**src/rtl/core_pkg.sv**
```systemverilog
// rtl/core_pkg.sv - shared core widths and operand types
package core_pkg;

    localparam int CORE_WIDTH = 32;
    localparam int CORE_ROB_W = 3;

    typedef logic [CORE_ROB_W-1:0] rob_tag_t;

    typedef struct packed {
        logic [CORE_WIDTH-1:0] value;
        logic                  ready;
        rob_tag_t              tag;
    } operand_t;

    // True when a broadcast port is active and carries the tag being waited on
    function automatic logic tag_hit(input logic valid, input rob_tag_t a, input rob_tag_t b);
        return valid && (a == b);
    endfunction

endpackage

```
**src/rtl/operand_resolve.sv**
```systemverilog
// rtl/operand_resolve.sv - single-operand value resolver (regfile, ROB, commit, CDB)
module operand_resolve
    import core_pkg::*;
#(
    parameter int WIDTH = CORE_WIDTH,
    parameter int ROB_W = CORE_ROB_W
) (
    input  logic             busy,
    input  logic [WIDTH-1:0] reg_value,
    input  logic             rob_value_valid,
    input  logic [WIDTH-1:0] rob_value,
    input  logic [ROB_W-1:0] src_rob,
    input  logic             commit_valid,
    input  logic [ROB_W-1:0] commit_rob,
    input  logic [WIDTH-1:0] commit_value,
    input  logic             cdb_valid,
    input  logic [ROB_W-1:0] cdb_rob,
    input  logic [WIDTH-1:0] cdb_value,
    output logic [WIDTH-1:0] value,
    output logic             ready
);

    logic commit_hit;
    logic cdb_hit;

    assign commit_hit = commit_valid && (commit_rob == src_rob);
    assign cdb_hit    = cdb_valid && (cdb_rob == src_rob);

    // First source that can supply a final value wins; commit outranks CDB
    always_comb begin
        value = '0;
        ready = 1'b0;
        if (!busy) begin
            value = reg_value;
            ready = 1'b1;
        end else if (rob_value_valid) begin
            value = rob_value;
            ready = 1'b1;
        end else if (commit_hit) begin
            value = commit_value;
            ready = 1'b1;
        end else if (cdb_hit) begin
            value = cdb_value;
            ready = 1'b1;
        end
    end

endmodule

```
**src/rtl/operand_capture_stage.sv**
```systemverilog
// rtl/operand_capture_stage.sv - registered operand capture with stall-time wakeup
module operand_capture_stage
    import core_pkg::*;
#(
    parameter int WIDTH = CORE_WIDTH,
    parameter int ROB_W = CORE_ROB_W,
    parameter int NSRC  = 2
) (
    input  logic                  clk,
    input  logic                  reset,
    input  logic                  flush,
    input  logic                  in_valid,
    output logic                  in_ready,
    input  logic                  is_jal,
    input  logic                  use_imm,
    input  logic                  branch,
    input  logic [WIDTH-1:0]      imm_ext,
    input  logic [NSRC*WIDTH-1:0] reg_value,
    input  logic [NSRC-1:0]       busy,
    input  logic [NSRC*ROB_W-1:0] src_rob,
    input  logic [NSRC*WIDTH-1:0] rob_value,
    input  logic [NSRC-1:0]       rob_value_valid,
    input  logic                  commit_valid,
    input  logic [ROB_W-1:0]      commit_rob,
    input  logic [WIDTH-1:0]      commit_value,
    input  logic                  cdb_valid,
    input  logic [ROB_W-1:0]      cdb_rob,
    input  logic [WIDTH-1:0]      cdb_value,
    output logic                  out_valid,
    input  logic                  out_ready,
    output logic [NSRC*WIDTH-1:0] op_value,
    output logic [NSRC-1:0]       op_ready,
    output logic [NSRC*ROB_W-1:0] op_rob
);

    typedef struct packed {
        logic [WIDTH-1:0] value;
        logic             ready;
        logic [ROB_W-1:0] tag;
    } slot_t;

    slot_t            op_q [NSRC];
    slot_t            op_d [NSRC];
    logic             out_valid_q;
    logic             out_valid_d;

    logic [WIDTH-1:0] ld_value [NSRC];
    logic             ld_ready [NSRC];
    logic [WIDTH-1:0] wk_value [NSRC];
    logic             wk_ready [NSRC];

    logic             load;
    logic             stall;
    logic             imm_sel;

    assign in_ready = !out_valid_q || out_ready;
    assign load     = in_valid && in_ready;
    assign stall    = out_valid_q && !out_ready;
    assign imm_sel  = use_imm && !branch;

    for (genvar i = 0; i < NSRC; i++) begin : g_src
        logic [WIDTH-1:0] raw_value;
        logic             raw_ready;

        operand_resolve #(
            .WIDTH (WIDTH),
            .ROB_W (ROB_W)
        ) u_load_resolve (
            .busy            (busy[i]),
            .reg_value       (reg_value[i*WIDTH +: WIDTH]),
            .rob_value_valid (rob_value_valid[i]),
            .rob_value       (rob_value[i*WIDTH +: WIDTH]),
            .src_rob         (src_rob[i*ROB_W +: ROB_W]),
            .commit_valid    (commit_valid),
            .commit_rob      (commit_rob),
            .commit_value    (commit_value),
            .cdb_valid       (cdb_valid),
            .cdb_rob         (cdb_rob),
            .cdb_value       (cdb_value),
            .value           (raw_value),
            .ready           (raw_ready)
        );

        // A held operand can only be woken by commit or CDB, never by regfile/ROB
        operand_resolve #(
            .WIDTH (WIDTH),
            .ROB_W (ROB_W)
        ) u_wake_resolve (
            .busy            (1'b1),
            .reg_value       ('0),
            .rob_value_valid (1'b0),
            .rob_value       ('0),
            .src_rob         (op_q[i].tag),
            .commit_valid    (commit_valid),
            .commit_rob      (commit_rob),
            .commit_value    (commit_value),
            .cdb_valid       (cdb_valid),
            .cdb_rob         (cdb_rob),
            .cdb_value       (cdb_value),
            .value           (wk_value[i]),
            .ready           (wk_ready[i])
        );

        if (i == 0) begin : g_rs1
            assign ld_value[i] = is_jal ? '0 : raw_value;
            assign ld_ready[i] = is_jal || raw_ready;
        end else if (i == 1) begin : g_rs2
            assign ld_value[i] = imm_sel ? imm_ext : raw_value;
            assign ld_ready[i] = imm_sel || raw_ready;
        end else begin : g_rsn
            assign ld_value[i] = raw_value;
            assign ld_ready[i] = raw_ready;
        end

        assign op_value[i*WIDTH +: WIDTH] = op_q[i].value;
        assign op_ready[i]                = op_q[i].ready;
        assign op_rob[i*ROB_W +: ROB_W]   = op_q[i].tag;
    end

    assign out_valid = out_valid_q;

    // Next state: flush beats load, load beats wakeup, a departing entry just drops valid
    always_comb begin
        out_valid_d = out_valid_q;
        for (int i = 0; i < NSRC; i++) begin
            op_d[i] = op_q[i];
        end
        if (flush) begin
            out_valid_d = 1'b0;
        end else if (load) begin
            out_valid_d = 1'b1;
            for (int i = 0; i < NSRC; i++) begin
                op_d[i].value = ld_value[i];
                op_d[i].ready = ld_ready[i];
                op_d[i].tag   = src_rob[i*ROB_W +: ROB_W];
            end
        end else if (stall) begin
            for (int i = 0; i < NSRC; i++) begin
                if (!op_q[i].ready && wk_ready[i]) begin
                    op_d[i].value = wk_value[i];
                    op_d[i].ready = 1'b1;
                end
            end
        end else if (out_valid_q) begin
            out_valid_d = 1'b0;
        end
    end

    // Output register with synchronous reset
    always_ff @(posedge clk) begin
        if (reset) begin
            out_valid_q <= 1'b0;
            for (int i = 0; i < NSRC; i++) begin
                op_q[i] <= '0;
            end
        end else begin
            out_valid_q <= out_valid_d;
            for (int i = 0; i < NSRC; i++) begin
                op_q[i] <= op_d[i];
            end
        end
    end

endmodule

```
**config.mk**
```make
export PLATFORM = sky130hd
export DESIGN_NAME = operand_capture_stage
export DESIGN_NICKNAME = d
export VERILOG_FILES = /design/src/rtl/core_pkg.sv /design/src/rtl/operand_resolve.sv /design/src/rtl/operand_capture_stage.sv
export SDC_FILE = /design/constraint.sdc
export NUM_CORES = 1
export LEC_CHECK = 0
export CORE_MARGIN = 2
export CORE_UTILIZATION = 45
export DETAILED_ROUTE_END_ITERATION = 8
export GPL_ROUTABILITY_DRIVEN = 0
export PLACE_DENSITY = 0.89
export REMOVE_ABC_BUFFERS = 1
export SYNTH_ARGS = -nofsm -noshare
export SYNTH_HDL_FRONTEND = slang
export SYNTH_SLANG_ARGS = --single-unit
```
**constraint.sdc**
```tcl
create_clock -name clk -period 5.7 [get_ports clk]
set_input_delay 0.57 -clock clk [delete_from_list [all_inputs] [get_ports clk]]
set_output_delay 0.57 -clock clk [all_outputs]
set_load 0.02 [all_outputs]
```
==> results.sh <==
export IMPL_status="complete, no violations"
export IMPL_setup_tns_ns=0
export IMPL_setup_slack_ns=2.18
export IMPL_ys_seq_area_share_pct=21.9
export IMPL_r2r_cells=6
export IMPL_die_width_um=126
export IMPL_period_needed_ns=3.52
export IMPL_fillerInstances=1229
export IMPL_num_vias=9305
export IMPL_start_util_pct=46.0
export IMPL_cts_tree="yes"
export IMPL_htree_levels=3
export IMPL_syn_inst=914
export IMPL_final_max_slew_viol_count=0
export IMPL_relSlewSlack_pct=8.90
export IMPL_tightest_slew_ns=1.36
export IMPL_cts_buffer_depth=2
export IMPL_start_kind="primary input"
export IMPL_rows=44
export IMPL_whs_path_depth=2
export IMPL_min_path_type="flip-flop to flip-flop"
export IMPL_synth_avg_cell_area_sq_um=7.31
export IMPL_rsz0062_at_grt="false"
export IMPL_fin_util_pct=69.6
export IMPL_dp_worst_setup_slack_ns=1.86
export IMPL_criticalPathCategory="primary input to flip-flop"
export IMPL_critPathSlowestCell="and2_1"
export IMPL_crit_path_end_kind="flip-flop"
export IMPL_first_iter_violations=1152
export IMPL_whs_ns=0.485
export IMPL_setup_viol_count_final=0
export IMPL_netlist_area_sq_um=6680
export IMPL_ys_seq_elements=73
export IMPL_overflow=0
export IMPL_cts_num_sinks=73
export IMPL_die_h_um=126
export IMPL_synth_edf_count=0
export IMPL_fin_nets=1398
export IMPL_crit_required_ns=5.93
export IMPL_ys_warn_count=0
export IMPL_async_flop_share_pct=0
export IMPL_synth_ff_type="dfxtp_1"
export IMPL_clock_root_buffer="clkbuf_16"
export IMPL_portBuffers=323
export IMPL_p_leak_uw=0.00334
export IMPL_n_antenna_cell=0
export IMPL_ios=324
export IMPL_crit_fanout=25
export IMPL_fin_worst_skew_ns=0.00508
export IMPL_fmax_ghz=0.284
export IMPL_cap_violations=0
export IMPL_grt_pass1_wl_um=48600
export IMPL_crit_chain="clkdlybuf4s50_1 -> nand2b_1 -> and2_1 -> nand2b_2 -> buf_4 -> and2_1 -> o31a_1"
export IMPL_post_drt_wl_per_cell_um=23.6
export IMPL_hp_start="op_q[0][39]"
export IMPL_grt_pass1_vias=8728
export IMPL_cpMostUsedCell="and2_1"
export IMPL_grt_max_degree=75
export IMPL_r2r_slack_ns=2.58
export IMPL_cts_setup_buffers=0
export IMPL_post_cts_resized=0
export IMPL_dieArea_sq_um=15800
export IMPL_finalCritPeriodShare_pct=61.7
export IMPL_routed_wl_um=31600
export IMPL_grt_use_total_pct=38.2
export IMPL_arrival_ns=3.74
export IMPL_antenna_found_initial=0
export IMPL_syn2layout_area_growth_pct=51.2
export IMPL_holdBufCountCts=0
export IMPL_layout_drive_gt1_share_pct=4.77
export IMPL_r2r_end="op_q[0][48]"
export IMPL_p_per_area_nw_per_um2=180
export IMPL_rr_startpoint="out_valid"
export IMPL_hpwl_um=21400
export IMPL_final_cells=1337
export IMPL_ir_drop_mv=0.149
export IMPL_min_to="op_q[0][39]"
export IMPL_ys_types=49
export IMPL_clkSlewWorstSetupHoldPaths_ns=0.06
export IMPL_slowest_delay_ns=0.80
export IMPL_ant_nets=0
export IMPL_drtPass1Iterations=8
export IMPL_core_sq_um=14500
export IMPL_placed_cells=1321
export IMPL_final_hold_viol_count=0
export IMPL_cts_buffers=9
export IMPL_viasPerCell=6.96
export IMPL_drcViolationCount=0
export IMPL_clkLatencyLatePin_ns=0.34
==> cell usage after synthesis (2+ instances only) <==
master	n	area [sq um]
nand2b_1	3	18.8
nor2b_1	32	200
nor3_1	49	245
a221oi_1	46	403
a21oi_1	43	215
nand2_1	35	131
buf_6	3	33.8
inv_1	21	78.8
o21ai_0	65	325
clkbuf_1	91	342
xor2_1	6	52.6
and4_1	3	26.3
a311oi_1	32	280
o22ai_1	15	93.8
nand4b_1	16	140
nand4_1	5	31.3
o31a_1	17	149
nand3_1	20	100
buf_4	6	45.0
o41ai_2	4	65.1
a31oi_1	48	300
and3_1	17	106
a211oi_1	33	248
nor2_1	67	251
o41ai_1	11	96.3
a211o_1	16	140
o311a_1	31	310
clkbuf_2	2	10.0
buf_1	2	7.51
nor4_1	32	200
a221o_1	16	160
dfxtp_1	73	1460
xnor2_1	18	158
buf_2	18	90.1
and2_1	4	25.0
==> final cells by class <==
cell class / count / area, sq um / share of cell area [%]
clock buffer: 13 / 250 / 2.48
clock inverter: 3 / 40.0 / 0.396
inverter: 21 / 78.8 / 0.780
multi-input combinational: 698 / 4660 / 46.1
sequential: 73 / 1460 / 14.5
tap: 184 / 230 / 2.28
timing repair buffer: 345 / 3390 / 33.5
==> sequential cells by signal, indices dropped and copies added, names as in the netlist <==
signal / flops
out_valid: 1
op_q: 72
==> cells by family (layout without fill, tap and decap cells) <==
family                 after synthesis  count (layout)  synth area share (%)
flip-flops                          73              73                  21.9
AND/OR/NAND/NOR                    293             293                  23.7
buffers and inverters              143             382                  9.08
XOR/XNOR                            24              24                  3.14
AO/OA/AOI/OAI                      381             381                  42.2
==> per-stage QoR <==
stage	total power [uW]	area, sq um
floorplan	846	6160
global route	1880	10100
finish	1820	10100
global placement	1220	9820
detailed placement	1230	9820
CTS	1810	10100
==> cell usage in the layout, fill, tap and decap left out, drive strengths merged, types with 31 or more instances in the layout <==
cell type      netlist  final
a221oi              46     46
a311oi              32     32
a211oi              33     33
nor2                67     67
o21ai               66     66
nor4                34     34
nand2               35     35
a31oi               48     48
dfxtp               73     73
a21oi               43     43
o311a               31     31
nor3                49     49
clkdlybuf4s50        0    321
nor2b               33     33
==> per-layer routing <==
metal	global-route usage (%)	part of all wire, %	vias up
li1	-	-	4110
met1	49.5	38	4282
met2	60.1	44	750
met3	7.43	11	163
met4	20.4	6.6	0
met5	0	0	-
==> worst max-delay path, delay by kind of cell <==
family,cells,cell delay [ns]
and+or+nand+nor,4,1.95
buffers and inverters,2,0.82
AOI/OAI and AO/OA,1,0.40
==> worst max-delay path by stage <==
stage               from           to  slack (ns)  cells past startpoint
6_report       out_ready  op_q[0][48]        2.18                      7
5_1_grt        out_ready  op_q[0][43]        1.97                      7
4_1_cts        out_ready  op_q[0][43]        2.22                      7
3_5_place_dp   out_ready  op_q[0][43]        1.86                      7
3_3_place_gp   out_ready  op_q[0][43]        2.01                      7
2_1_floorplan  out_ready   op_q[0][3]        0.32                      5
==> report_power, final <==
group / total [uW] / internal (uW) / switching [uW]
Sequential: 562 / 542 / 20.1
Combinational: 676 / 326 / 350
Clock: 582 / 350 / 232
Total: 1820 / 1220 / 602
Power figures use the tool's default switching activity.
